$ cat src/rtl/risc_spm_pkg.sv
// Shared definitions for the RISC stored-program machine: opcodes, controller states,
// bus select codes and instruction field positions.
package risc_spm_pkg;

  localparam logic [3:0] OP_NOP = 4'd0;
  localparam logic [3:0] OP_ADD = 4'd1;
  localparam logic [3:0] OP_SUB = 4'd2;
  localparam logic [3:0] OP_AND = 4'd3;
  localparam logic [3:0] OP_NOT = 4'd4;
  localparam logic [3:0] OP_RD  = 4'd5;
  localparam logic [3:0] OP_WR  = 4'd6;
  localparam logic [3:0] OP_BR  = 4'd7;
  localparam logic [3:0] OP_BRZ = 4'd8;

  typedef enum logic [3:0] {
    S_IDLE = 4'd0,
    S_FET1 = 4'd1,
    S_FET2 = 4'd2,
    S_DEC  = 4'd3,
    S_EX1  = 4'd4,
    S_RD1  = 4'd5,
    S_RD2  = 4'd6,
    S_WR1  = 4'd7,
    S_WR2  = 4'd8,
    S_BR1  = 4'd9,
    S_BR2  = 4'd10,
    S_HALT = 4'd11
  } state_t;

  localparam logic [2:0] BUS1_PC   = 3'd4;
  localparam logic [1:0] BUS2_ALU  = 2'd0;
  localparam logic [1:0] BUS2_BUS1 = 2'd1;
  localparam logic [1:0] BUS2_MEM  = 2'd2;

  localparam int OP_MSB  = 7;
  localparam int OP_LSB  = 4;
  localparam int SRC_MSB = 3;
  localparam int SRC_LSB = 2;
  localparam int DST_MSB = 1;
  localparam int DST_LSB = 0;

endpackage

$ cat src/rtl/risc_spm_control_unit.sv
// Fetch/decode/execute sequencer for the RISC-SPM. Opcodes 9..15 halt the machine
// when CTRL_ILLEGAL_HALT_EN is defined, otherwise they behave as NOP.
//   state  | meaning
//   S_IDLE | after reset, nothing driven
//   S_FET1 | PC -> address register
//   S_FET2 | memory -> IR, PC++
//   S_DEC  | decode opcode, first execute step
//   S_EX1  | ALU result -> Rdest, Reg_Z
//   S_RD1  | operand address word -> address register, PC++
//   S_RD2  | memory -> Rdest
//   S_WR1  | operand address word -> address register, PC++
//   S_WR2  | Rsrc -> memory
//   S_BR1  | target address word -> address register
//   S_BR2  | memory -> PC
//   S_HALT | stopped until reset
module risc_spm_control_unit
  import risc_spm_pkg::*;
(
  input  logic       clk,
  input  logic       rst_n,
  input  logic [7:0] instruction,
  input  logic       zero,
  output logic [3:0] load_r,
  output logic       load_pc,
  output logic       inc_pc,
  output logic       load_ir,
  output logic       load_add_r,
  output logic       load_reg_y,
  output logic       load_reg_z,
  output logic [2:0] sel_bus_1,
  output logic [1:0] sel_bus_2,
  output logic [3:0] alu_sel,
  output logic       write,
  output logic       halted
);

  state_t state_q, state_d;

  logic [3:0] opcode;
  logic [1:0] src;
  logic [1:0] dest;

  assign opcode  = instruction[OP_MSB:OP_LSB];
  assign src     = instruction[SRC_MSB:SRC_LSB];
  assign dest    = instruction[DST_MSB:DST_LSB];
  assign alu_sel = opcode;

  always_ff @(posedge clk) begin
    if (!rst_n) state_q <= S_IDLE;
    else        state_q <= state_d;
  end

  always_comb begin
    state_d    = state_q;
    load_r     = 4'b0000;
    load_pc    = 1'b0;
    inc_pc     = 1'b0;
    load_ir    = 1'b0;
    load_add_r = 1'b0;
    load_reg_y = 1'b0;
    load_reg_z = 1'b0;
    sel_bus_1  = 3'd0;
    sel_bus_2  = 2'd0;
    write      = 1'b0;
    halted     = 1'b0;

    case (state_q)
      S_IDLE: state_d = S_FET1;
      S_FET1: begin
        sel_bus_1  = BUS1_PC;
        sel_bus_2  = BUS2_BUS1;
        load_add_r = 1'b1;
        state_d    = S_FET2;
      end
      S_FET2: begin
        sel_bus_2 = BUS2_MEM;
        load_ir   = 1'b1;
        inc_pc    = 1'b1;
        state_d   = S_DEC;
      end
      S_DEC: begin
        case (opcode)
          OP_NOP: state_d = S_FET1;
          OP_ADD, OP_SUB, OP_AND: begin
            sel_bus_1  = {1'b0, src};
            sel_bus_2  = BUS2_BUS1;
            load_reg_y = 1'b1;
            state_d    = S_EX1;
          end
          OP_NOT: begin
            sel_bus_1  = {1'b0, src};
            sel_bus_2  = BUS2_ALU;
            load_reg_z = 1'b1;
            load_r     = 4'b0001 << dest;
            state_d    = S_FET1;
          end
          OP_RD, OP_WR, OP_BR: begin
            sel_bus_1  = BUS1_PC;
            sel_bus_2  = BUS2_BUS1;
            load_add_r = 1'b1;
            state_d    = (opcode == OP_RD) ? S_RD1 :
                         (opcode == OP_WR) ? S_WR1 : S_BR1;
          end
          OP_BRZ: begin
            if (zero) begin
              sel_bus_1  = BUS1_PC;
              sel_bus_2  = BUS2_BUS1;
              load_add_r = 1'b1;
              state_d    = S_BR1;
            end else begin
              // not taken: step PC over the branch target word
              inc_pc  = 1'b1;
              state_d = S_FET1;
            end
          end
          default: begin
`ifdef CTRL_ILLEGAL_HALT_EN
            state_d = S_HALT;
`else
            state_d = S_FET1;
`endif
          end
        endcase
      end
      S_EX1: begin
        sel_bus_1  = {1'b0, dest};
        sel_bus_2  = BUS2_ALU;
        load_reg_z = 1'b1;
        load_r     = 4'b0001 << dest;
        state_d    = S_FET1;
      end
      S_RD1, S_WR1: begin
        sel_bus_2  = BUS2_MEM;
        load_add_r = 1'b1;
        inc_pc     = 1'b1;
        state_d    = (state_q == S_RD1) ? S_RD2 : S_WR2;
      end
      S_RD2: begin
        sel_bus_2 = BUS2_MEM;
        load_r    = 4'b0001 << dest;
        state_d   = S_FET1;
      end
      S_WR2: begin
        sel_bus_1 = {1'b0, src};
        write     = 1'b1;
        state_d   = S_FET1;
      end
      S_BR1: begin
        sel_bus_2  = BUS2_MEM;
        load_add_r = 1'b1;
        state_d    = S_BR2;
      end
      S_BR2: begin
        sel_bus_2 = BUS2_MEM;
        load_pc   = 1'b1;
        state_d   = S_FET1;
      end
      S_HALT: begin
`ifdef CTRL_ILLEGAL_HALT_EN
        halted = 1'b1;
`endif
        state_d = S_HALT;
      end
      default: state_d = S_IDLE;
    endcase
  end

endmodule
$ cat config.mk
export PLATFORM = sky130hd
export DESIGN_NAME = risc_spm_control_unit
export DESIGN_NICKNAME = d
export VERILOG_FILES = /design/src/rtl/risc_spm_pkg.sv /design/src/rtl/risc_spm_control_unit.sv
export SDC_FILE = /design/constraint.sdc
export NUM_CORES = 1
export LEC_CHECK = 0
export ABC_AREA = 1
export BUFFER_PORTS_ARGS = -buffer_cell sky130_fd_sc_hd__buf_2
export CAP_MARGIN = 20
export CORE_MARGIN = 4
export CORE_UTILIZATION = 30
export CTS_CLUSTER_DIAMETER = 50
export CTS_CLUSTER_SIZE = 10
export DETAILED_ROUTE_END_ITERATION = 10
export PLACE_DENSITY = 0.61
export SETUP_SLACK_MARGIN = 0.1
export SLEW_MARGIN = 20
export SYNTH_ARGS = -nofsm -noshare
export SYNTH_HDL_FRONTEND = slang
export SYNTH_SLANG_ARGS = --single-unit
export TNS_END_PERCENT = 10
$ cat constraint.sdc
create_clock -name clk -period 2.65 [get_ports clk]
set_clock_uncertainty 0.2 [all_clocks]
set_input_delay 0.53 -clock clk [delete_from_list [all_inputs] [get_ports clk]]
set_output_delay 0.53 -clock clk [all_outputs]
set_load 0.01 [all_outputs]
; Word-level counts from Yosys, hierarchy flattened
; Index checks and enable logic that the tools add are counted.
[word_totals]
regBits = 4
in_bits = 11
out_inout_bits = 21
wordCells = 59
[classes]
n_eq_ne = 19
shifts = 1
n_mux = 27
reduce_logical = 11
[ops]
columns = operator, n
row1 = "equality test 4 x 3 -> 1 bit, second input constant", 8
row2 = one-hot mux 4 bit (7 select lines), 1
row3 = "equality test 4 bit, second input constant", 5
row4 = two-way mux 4 bit, 5
row5 = "equality test 4 x 2 -> 1 bit, second input constant", 4
row6 = one-hot mux 3 bit (4 select lines), 1
row7 = one-hot mux 4 bit (3 select lines), 1
row8 = OR reduction 6 bit, 2
row9 = two-way mux 1 bit, 10
row10 = one-hot mux 1 bit (2 select lines), 5
row11 = one-hot mux 3 bit (3 select lines), 1
row12 = OR reduction 3 bit, 3
row13 = "equality test 4 x 1 -> 1 bit, second input constant", 2
row14 = one-hot mux 4 bit (2 select lines), 1
row15 = OR reduction 4 bit, 2
row16 = one-hot mux 2 bit (3 select lines), 1
row17 = OR reduction 5 bit, 1
row18 = zero test 4 bit, 1
row19 = OR reduction 2 bit, 2
row20 = "left shift 1 x 2 -> 4 bit, first input constant", 1
row21 = two-way mux 3 bit, 1

; Depth between registers and ports, before layout
; Gate-level depths: netlist of run 1.
[logic_depth]
depth_word = 5
depth_mapped = 7
depth_no_buf = 7

; Least setup slack after synthesis of run 1
; No wires, ideal clock.
[synth_path]
kind = in2out
startpoint = input port instruction[7]
endpoint = output port load_r[0]
arrival_time_ps = 1113
required_time_ps = 1920
path_slack_ps = 807
cell_stages = 7
n_path_buf = 0
path_cell_list = inv_1 > nand2_1 > inv_1 > nand2_1 > inv_1 > nand4_1 > o21ai_0
[synth_between]
elab_chain_len = 3
[synth_rtl]
columns = item, line
row1 = start: declaration, risc_spm_control_unit.sv:21  ; input logic [7:0] instruction,
row2 = equality test 4 x 3 -> 1 bit, risc_spm_control_unit.sv:82  ; case (opcode)
row3 = two-way mux 4 bit, risc_spm_control_unit.sv:82
row4 = one-hot mux 4 bit (2 select lines), risc_spm_control_unit.sv:67  ; case (state_q)
row5 = end: declaration, risc_spm_control_unit.sv:23  ; output logic [3:0] load_r,
; Every way passes these cells.

; Final worst setup path of run 1
[layout_path]
startpoint = register state_q[0]
endpoint = output port inc_pc
[layout_between]
elab_chain_len = 3
elab_cells_between_ends = 6
cone_classes = eq/ne: 4 / mux: 1 / reduce/logical: 1
[layout_rtl]
columns = item, line
row1 = start: declaration, risc_spm_control_unit.sv:37  ; state_t state_q, state_d;
row2 = start signal: assignment, risc_spm_control_unit.sv:50  ; else state_q <= state_d;
row3 = equality test 4 x 3 -> 1 bit or equality test 4 x 2 -> 1 bit (tied branches), risc_spm_control_unit.sv:67
row4 = OR reduction 3 bit (no line), n/a
row5 = one-hot mux 1 bit (2 select lines) *, risc_spm_control_unit.sv:67
row6 = end: declaration, risc_spm_control_unit.sv:25  ; output logic inc_pc,
; Mark *: on every way between the ends. The rest lies on a longest branch, timed or not.

==> results list, run 1 <==
- Post-synth net total: 125
- Final worst path period need: 2.33 ns
- Worst-case hold path end point: state_q[0]
* Number of setup buffers added after CTS: 0
- Number of CTS-inserted buffers: 3
- The commonest cells after synthesis are sky130_fd_sc_hd__nand2_1 (34), sky130_fd_sc_hd__inv_1 (18), sky130_fd_sc_hd__nand3_1 (11).
- Maximum number of pins on one net before global-route repair: 9
- RSZ-0062 raised after global routing: no
- Average vias per placed instance: 4.71
- The congestion estimate from routability-driven global placement came to 0.870.
* Clock transition at the registers of the reported paths: 0.04 ns
- Based on the critical path, the design can be clocked at up to 0.429 GHz.
* Fraction of layout cells with a size suffix above 1: 0.289
- R2R cell count: 4
- Standard cell core area: 1820 um2
- Instance area after placement: 743 um2
- During placement, the flow inserted port buffers numbering 30.
- After clock tree synthesis, the repair step resized 0 gates.
* Worst ir drop on vdd: 190 uV
- Synthesis produced 114 cells.
- After filler insertion, the fill cell instance count of the layout stands at 213.
- 32 I/O pins were placed.
- For this run, the leading register cell type out of synthesis is sky130_fd_sc_hd__dfxtp_1.
* Total overflow reported by the global router: 0
* Wire length of the first global-routing pass: 2700 um
- Of the available clock period, the critical path in the final layout requires 0.881.
- Internal reg-to-reg setup slack: 1.29 ns
- Detailed-router iteration count before antenna repair: 4
* Number of library cell types mapped by synthesis: 20
* Count of pins over their slew limit: 0
- Of all cell types, the one taking the most synthesized area is sky130_fd_sc_hd__nand2_1.
* Final standard cell area without fillers: 766 um2
- Final non-filler cell total: 167
* Count of clock tree sinks: 4
* Reg2Reg Launch Point: state_q[0]
- 0 antenna diodes ended up in the layout.
- Largest registers in the final layout: state_q (4)
- Fraction of registers with async set/reset: 0
* Max-Cap Viols: 0
* Post-Syn Area: 603 um2
* Top register by number of flip-flops: state_q
- Number of DRC violations after detailed routing: 0
* Start point of the worst hold path: rst_n
- Setup TNS: 0 ns
- Max Fanout on Critical Path: 8
- CTS max path bufs: 2
- Via Count: 786
* Die outline width: 52.8 um
- Crit path capture type: output pin
* Mean instance size in the synthesized netlist: 5.29 um2
- Sequential area share after synthesis: 0.133
- Die Y: 52.8 um
- Initial Utilization: 0.331
- Number of warnings reported in the yosys synthesis log: 0
- Ratio of total power to cell area: 307 nW/um2
- Synthesis-stage register bit count: 4
- For this run, the post-layout net count is 155.
* Number of hold violations in the final report: 0
- Clock Latency Late Sink: 0.23 ns
* Cell count of the worst hold path: 3
* Number of failing setup endpoints in the final timing report: 0
- Measured on the finished design, the core utilization comes to 0.421.
* Die ar.: 2790 um2
- The routed design has 1630 um of wire.
- The count of nets left with antenna violations once routing finished came out at 0.
- Most numerous cell in the Yosys netlist: sky130_fd_sc_hd__nand2_1
- Timing analysis after detailed placement gives a worst setup slack of 0.487 ns.
- Cell total after placement: 164
- Number of antenna violations at the first check in global routing: 0
- Worst setup path category: flop to output pin
- Compared with the post-synthesis result, the final layout area differs by 27.0%.
- Largest cells by area after synthesis: sky130_fd_sc_hd__nand2_1 (21%), sky130_fd_sc_hd__dfxtp_1 (13%), sky130_fd_sc_hd__inv_1 (11%), sky130_fd_sc_hd__nand3_1 (9.1%), sky130_fd_sc_hd__buf_4 (6.2%)
- The via count of the first global-routing pass was 699.
* Count of routing violations after the opening detailed-route iteration: 28
* Total routing usage reported by global routing: 0.129
- CTS Root Cell: sky130_fd_sc_hd__clkbuf_4
* Clock tree from TritonCTS: done
* Leakage power summed over all cells: 0.449 nW
- Largest register FFs: 4
* Hold buffer count at CTS: 0
* Final Worst Setup Slack: 0.316 ns
- STA puts the critical path data arrival time at 1.60 ns.
- The HPWL after detailed placement is 1400 um.
- In the final routed layout, each cell accounts on average for 9.73 um.
* RR Endpoint: state_q[3]
* Htree depth: 1
* Number of enable flip-flop cells after synthesis: 0
* Result of the run: finished clean
* Share of Yosys cell area claimed by the top area cell type: 0.212
- The tightest min-delay check is of the input pin to flop type.
- Number of rows in the core area: 15
* Kind of launch point of the worst setup path: flop
- STA puts the critical path data required time at 1.92 ns.
## per-layer routing
metal  part of all wire  vias up  global-route usage
li1                   -      423                   -
met1               0.45      325               0.156
met2               0.44       32               0.202
met3              0.080        6              0.0171
met4              0.027        0              0.0979
met5                  0        -                   0
## cells in the final DEF, fill, tap and decap left out, types with 2 or more instances in the layout
cell type                  count
sky130_fd_sc_hd__clkbuf_4      3
sky130_fd_sc_hd__nor2_2        2
sky130_fd_sc_hd__nor3_1        2
sky130_fd_sc_hd__nand3_1      11
sky130_fd_sc_hd__nand2_2       2
sky130_fd_sc_hd__o21ai_0       7
sky130_fd_sc_hd__inv_1        18
sky130_fd_sc_hd__nand4_1       5
sky130_fd_sc_hd__nand2_1      34
sky130_fd_sc_hd__dfxtp_1       4
sky130_fd_sc_hd__a31oi_1       2
sky130_fd_sc_hd__a21oi_1       6
sky130_fd_sc_hd__buf_2        30
sky130_fd_sc_hd__nor2_1        9
## cell families (layout without fill, tap and decap cells)
logic type             after synthesis  in the layout  share of synthesized area
AO/OA/AOI/OAI                       17             17                      0.154
AND/OR/NAND/NOR                     68             68                      0.515
other                                1              1                    0.00622
flip-flops                           4              4                      0.133
buffers and inverters               24             52                      0.193
## worst max-delay path: stages, from the launching register on
cell and delay, ns:
sky130_fd_sc_hd__dfxtp_1 0.43, sky130_fd_sc_hd__nand2_2 0.09, sky130_fd_sc_hd__nor2_2 0.31, sky130_fd_sc_hd__inv_1 0.15
sky130_fd_sc_hd__nor2_1 0.11, sky130_fd_sc_hd__nand3_1 0.08, sky130_fd_sc_hd__nand2_1 0.08, sky130_fd_sc_hd__buf_2 0.13
## worst max-delay path by stage
stage	slack, ns	start	endpoint
after floorplan	0.81	instruction[7]	load_r[0]
after global placement	0.52	instruction[7]	load_r[0]
after detailed placement	0.49	instruction[7]	load_r[3]
after CTS	0.31	state_q[0]	inc_pc
after global routing	0.15	state_q[2]	inc_pc
final	0.32	state_q[0]	inc_pc
## stage by stage
step,hold slack [ns],power [mW]
global route,0.340,0.255
detailed placement,0.344,0.163
floorplan,0.309,0.130
finish,0.332,0.235
CTS,0.321,0.241
global placement,0.350,0.162
## power by group
group / internal, mW / total, mW / switching, mW
registers: 0.0642 / 0.0681 / 0.00390
logic: 0.0335 / 0.0934 / 0.0599
clock network: 0.0505 / 0.0738 / 0.0233
total: 0.148 / 0.235 / 0.0871
## final cells by class
| type | instances | area, um2 | share of cell area |
|---|---|---|---|
| sequential | 4 | 80.1 | 0.105 |
| clock buffer | 3 | 22.5 | 0.0294 |
| multi-input combinational | 86 | 407 | 0.531 |
| timing repair buffer | 31 | 158 | 0.206 |
| inverter | 18 | 67.6 | 0.0882 |
| tap | 25 | 31.3 | 0.0408 |
No activity file was read; power rests on OpenSTA's default activity.
==> run 2: changes to the inputs <==
--- a/config.mk
+++ b/config.mk
@@ -10,6 +10,7 @@
 export CAP_MARGIN = 20
 export CORE_MARGIN = 4
 export CORE_UTILIZATION = 30
+export CTS_BUF_LIST = sky130_fd_sc_hd__clkbuf_16
 export CTS_CLUSTER_DIAMETER = 50
 export CTS_CLUSTER_SIZE = 10
 export DETAILED_ROUTE_END_ITERATION = 10
==> results list, run 2 (synthesis gave the netlist of run 1 again) <==
* Clock tree from TritonCTS: done (unchanged)
- Leading cell types in the layout, fill and taps excluded: sky130_fd_sc_hd__nand2_1 (34), sky130_fd_sc_hd__buf_2 (30), sky130_fd_sc_hd__inv_1 (18) (unchanged).
- The power per cell area was 482 nW/um2 (was 307 nW/um2).
- Number of DRC violations after detailed routing: 0 (unchanged)
* Total area of multi-input combinational cells: 407 um2 (unchanged)
- Post-CTS sizing: 0 (unchanged)
* Layout overhead on the synthesized area: 35.7% (was 27.0%)
- The total number of placement rows is 15 (unchanged).
- Largest registers in the final layout: state_q (4) (unchanged)
* Worst ir drop on vdd: 385 uV (was 190 uV)
- Number of diodes: 0 (unchanged)
- Hold buffer count at CTS: 0 (unchanged)
- Result of the run: finished clean (unchanged).
* Number of failing setup endpoints in the final timing report: 0 (unchanged)
* Count of pins over their slew limit: 0 (unchanged)
- Register Area: 80.1 um2 (unchanged)
* Final design utilization: 0.449 (was 0.421)
- The number of max-capacitance violations reported was 0 (unchanged).
- The fill cell instance count of the final layout came to 211 (was 213).
- The remaining global-route overflow was 0 (unchanged).
* Post-detailed-routing wire length: 1660 um (was 1630 um)
* CTS Root Cell: sky130_fd_sc_hd__clkbuf_16 (was sky130_fd_sc_hd__clkbuf_4)
- The worst setup path category is flop to output pin (unchanged).
* Die ar.: 2790 um2 (unchanged)
* Type of the most critical hold path: input pin to flop (unchanged)
- Die Y: 52.8 um (unchanged)
* Standard cell core area: 1820 um2 (unchanged)
- The number of buffer cells added on primary ports is 30 (unchanged).
- Clock transition at the registers of the reported paths: 0.03 ns (was 0.04 ns)
- Post-DP HPWL: 1400 um (unchanged)
- The fmax is 0.429 GHz (about the same).
- Top register by number of flip-flops: state_q (unchanged)
- The flip-flop count of the largest register, all copies and words added came to 4 (unchanged).
* Htree depth: 1 (unchanged)
* Maximum number of pins on one net before global-route repair: 9 (unchanged)
- The later-pin clock latency in the skew report is 0.22 ns (was 0.23 ns).
- The horizontal die dimension came to 52.8 um (unchanged).
* Fraction of layout cells with a size suffix above 1: 0.289 (unchanged)
- Average vias per placed instance: 4.72 (was 4.71)
- The clock buffer count from CTS came to 3 (unchanged).
* Final worst path period need: 2.33 ns (about the same)
- Total routing usage reported by global routing: 0.133 (was 0.129)
- Antenna Nets Post-Route: 0 (unchanged)
- The I/O pin count is 32 (unchanged).
- The number of search-and-repair iterations in the first detailed-routing pass is 4 (unchanged).
- Count of clock tree sinks: 4 (unchanged)
* Start point of the worst hold path: rst_n (unchanged)
- The stage delay of the slowest cell on the critical path is 0.43 ns (about the same).
- The data arrival time of the worst path came to 1.60 ns (about the same).
* Leakage power summed over all cells: 0.472 nW (was 0.449 nW)
- The cell with the largest stage delay on the worst path was sky130_fd_sc_hd__dfxtp_1 (unchanged).
* Number of antenna violations at the first check in global routing: 0 (unchanged)
- RSZ-0062 raised after global routing: no (unchanged)
* Number of hold violations in the final report: 0 (unchanged)
- Setup TNS: 0 ns (unchanged)
- The DRC violation total after the first TritonRoute iteration is 19 (was 28).
- Kind of launch point of the worst setup path: flop (unchanged)
* RD Place Congestion: 0.870 (unchanged)
- Critical-path cell list: nand2_2, nor2_2, inv_1, nor2_1, nand3_1, nand2_1, buf_2 (unchanged).
* Net total in the final layout: 155 (unchanged)
* Most frequent standard cell in the layout excluding fill and tap cells: sky130_fd_sc_hd__nand2_1 (unchanged)
* Reg2Reg Launch Point: state_q[0] (unchanged)
- The effective utilization at floorplan is 0.331 (unchanged).
* CTS max path bufs: 2 (unchanged)
- The via count of the first global-routing pass came to 701 (was 699).
* Wire length of the first global-routing pass: 2790 um (was 2700 um)
- Number of setup buffers added after CTS: 0 (unchanged)
- The element type at the critical path end was an output pin (unchanged).
- Routed len/inst: 9.96 um (was 9.73 um)
- The critical path launch point is state_q[0] (unchanged).
- Worst EP required: 1.92 ns (about the same)
* Final period utilization: 0.879 (was 0.881)
- The total number of vias came to 789 (was 786).
* Max Fanout on Critical Path: 8 (unchanged)
run 2: worst max-delay path: cells and delay by family (launching register included):
kind	cells	cell delay (ns)
flops	1	0.43
simple gates	5	0.68
buf+inv	2	0.28
run 2: power breakdown:
| group | total, mW | internal (mW) | switching, mW | leakage, nW |
|---|---|---|---|---|
| sequential | 0.0682 | 0.0643 | 0.00396 | 0.0328 |
| combinational | 0.0939 | 0.0334 | 0.0605 | 0.403 |
| clock | 0.232 | 0.193 | 0.0399 | 0.0370 |
| total | 0.395 | 0.290 | 0.104 | 0.472 |
run 2: through the flow:
step	worst slack [ns]	hold WS, ns	instance area, um2	power, mW	std cells
floorplan	0.807	0.309	603	0.130	114
global placement	0.522	0.350	743	0.162	164
detailed placement	0.487	0.344	743	0.163	164
CTS	0.335	0.342	818	0.399	167
global route	0.167	0.356	818	0.417	167
finish	0.320	0.344	818	0.395	167
run 2: area by class of cell:
class	instances	area share
Clock buffer	3	0.0917
Inverter	18	0.0826
Multi-Input combinational cell	86	0.497
Timing Repair Buffer	31	0.193
Tap cell	25	0.0382
Sequential cell	4	0.0979
run 2: final timing paths:
path	to	slack (ns)	cells past startpoint
max reg2reg	state_q[3]	1.29	4
min	state_q[0]	0.34	3
min reg2reg	state_q[0]	0.35	1
max	inc_pc	0.32	7
run 2: layer usage:
metal	track usage	routed length (um)
met3	0.0256	115
met2	0.209	757
met5	0	0
met4	0.0894	44
met1	0.161	748
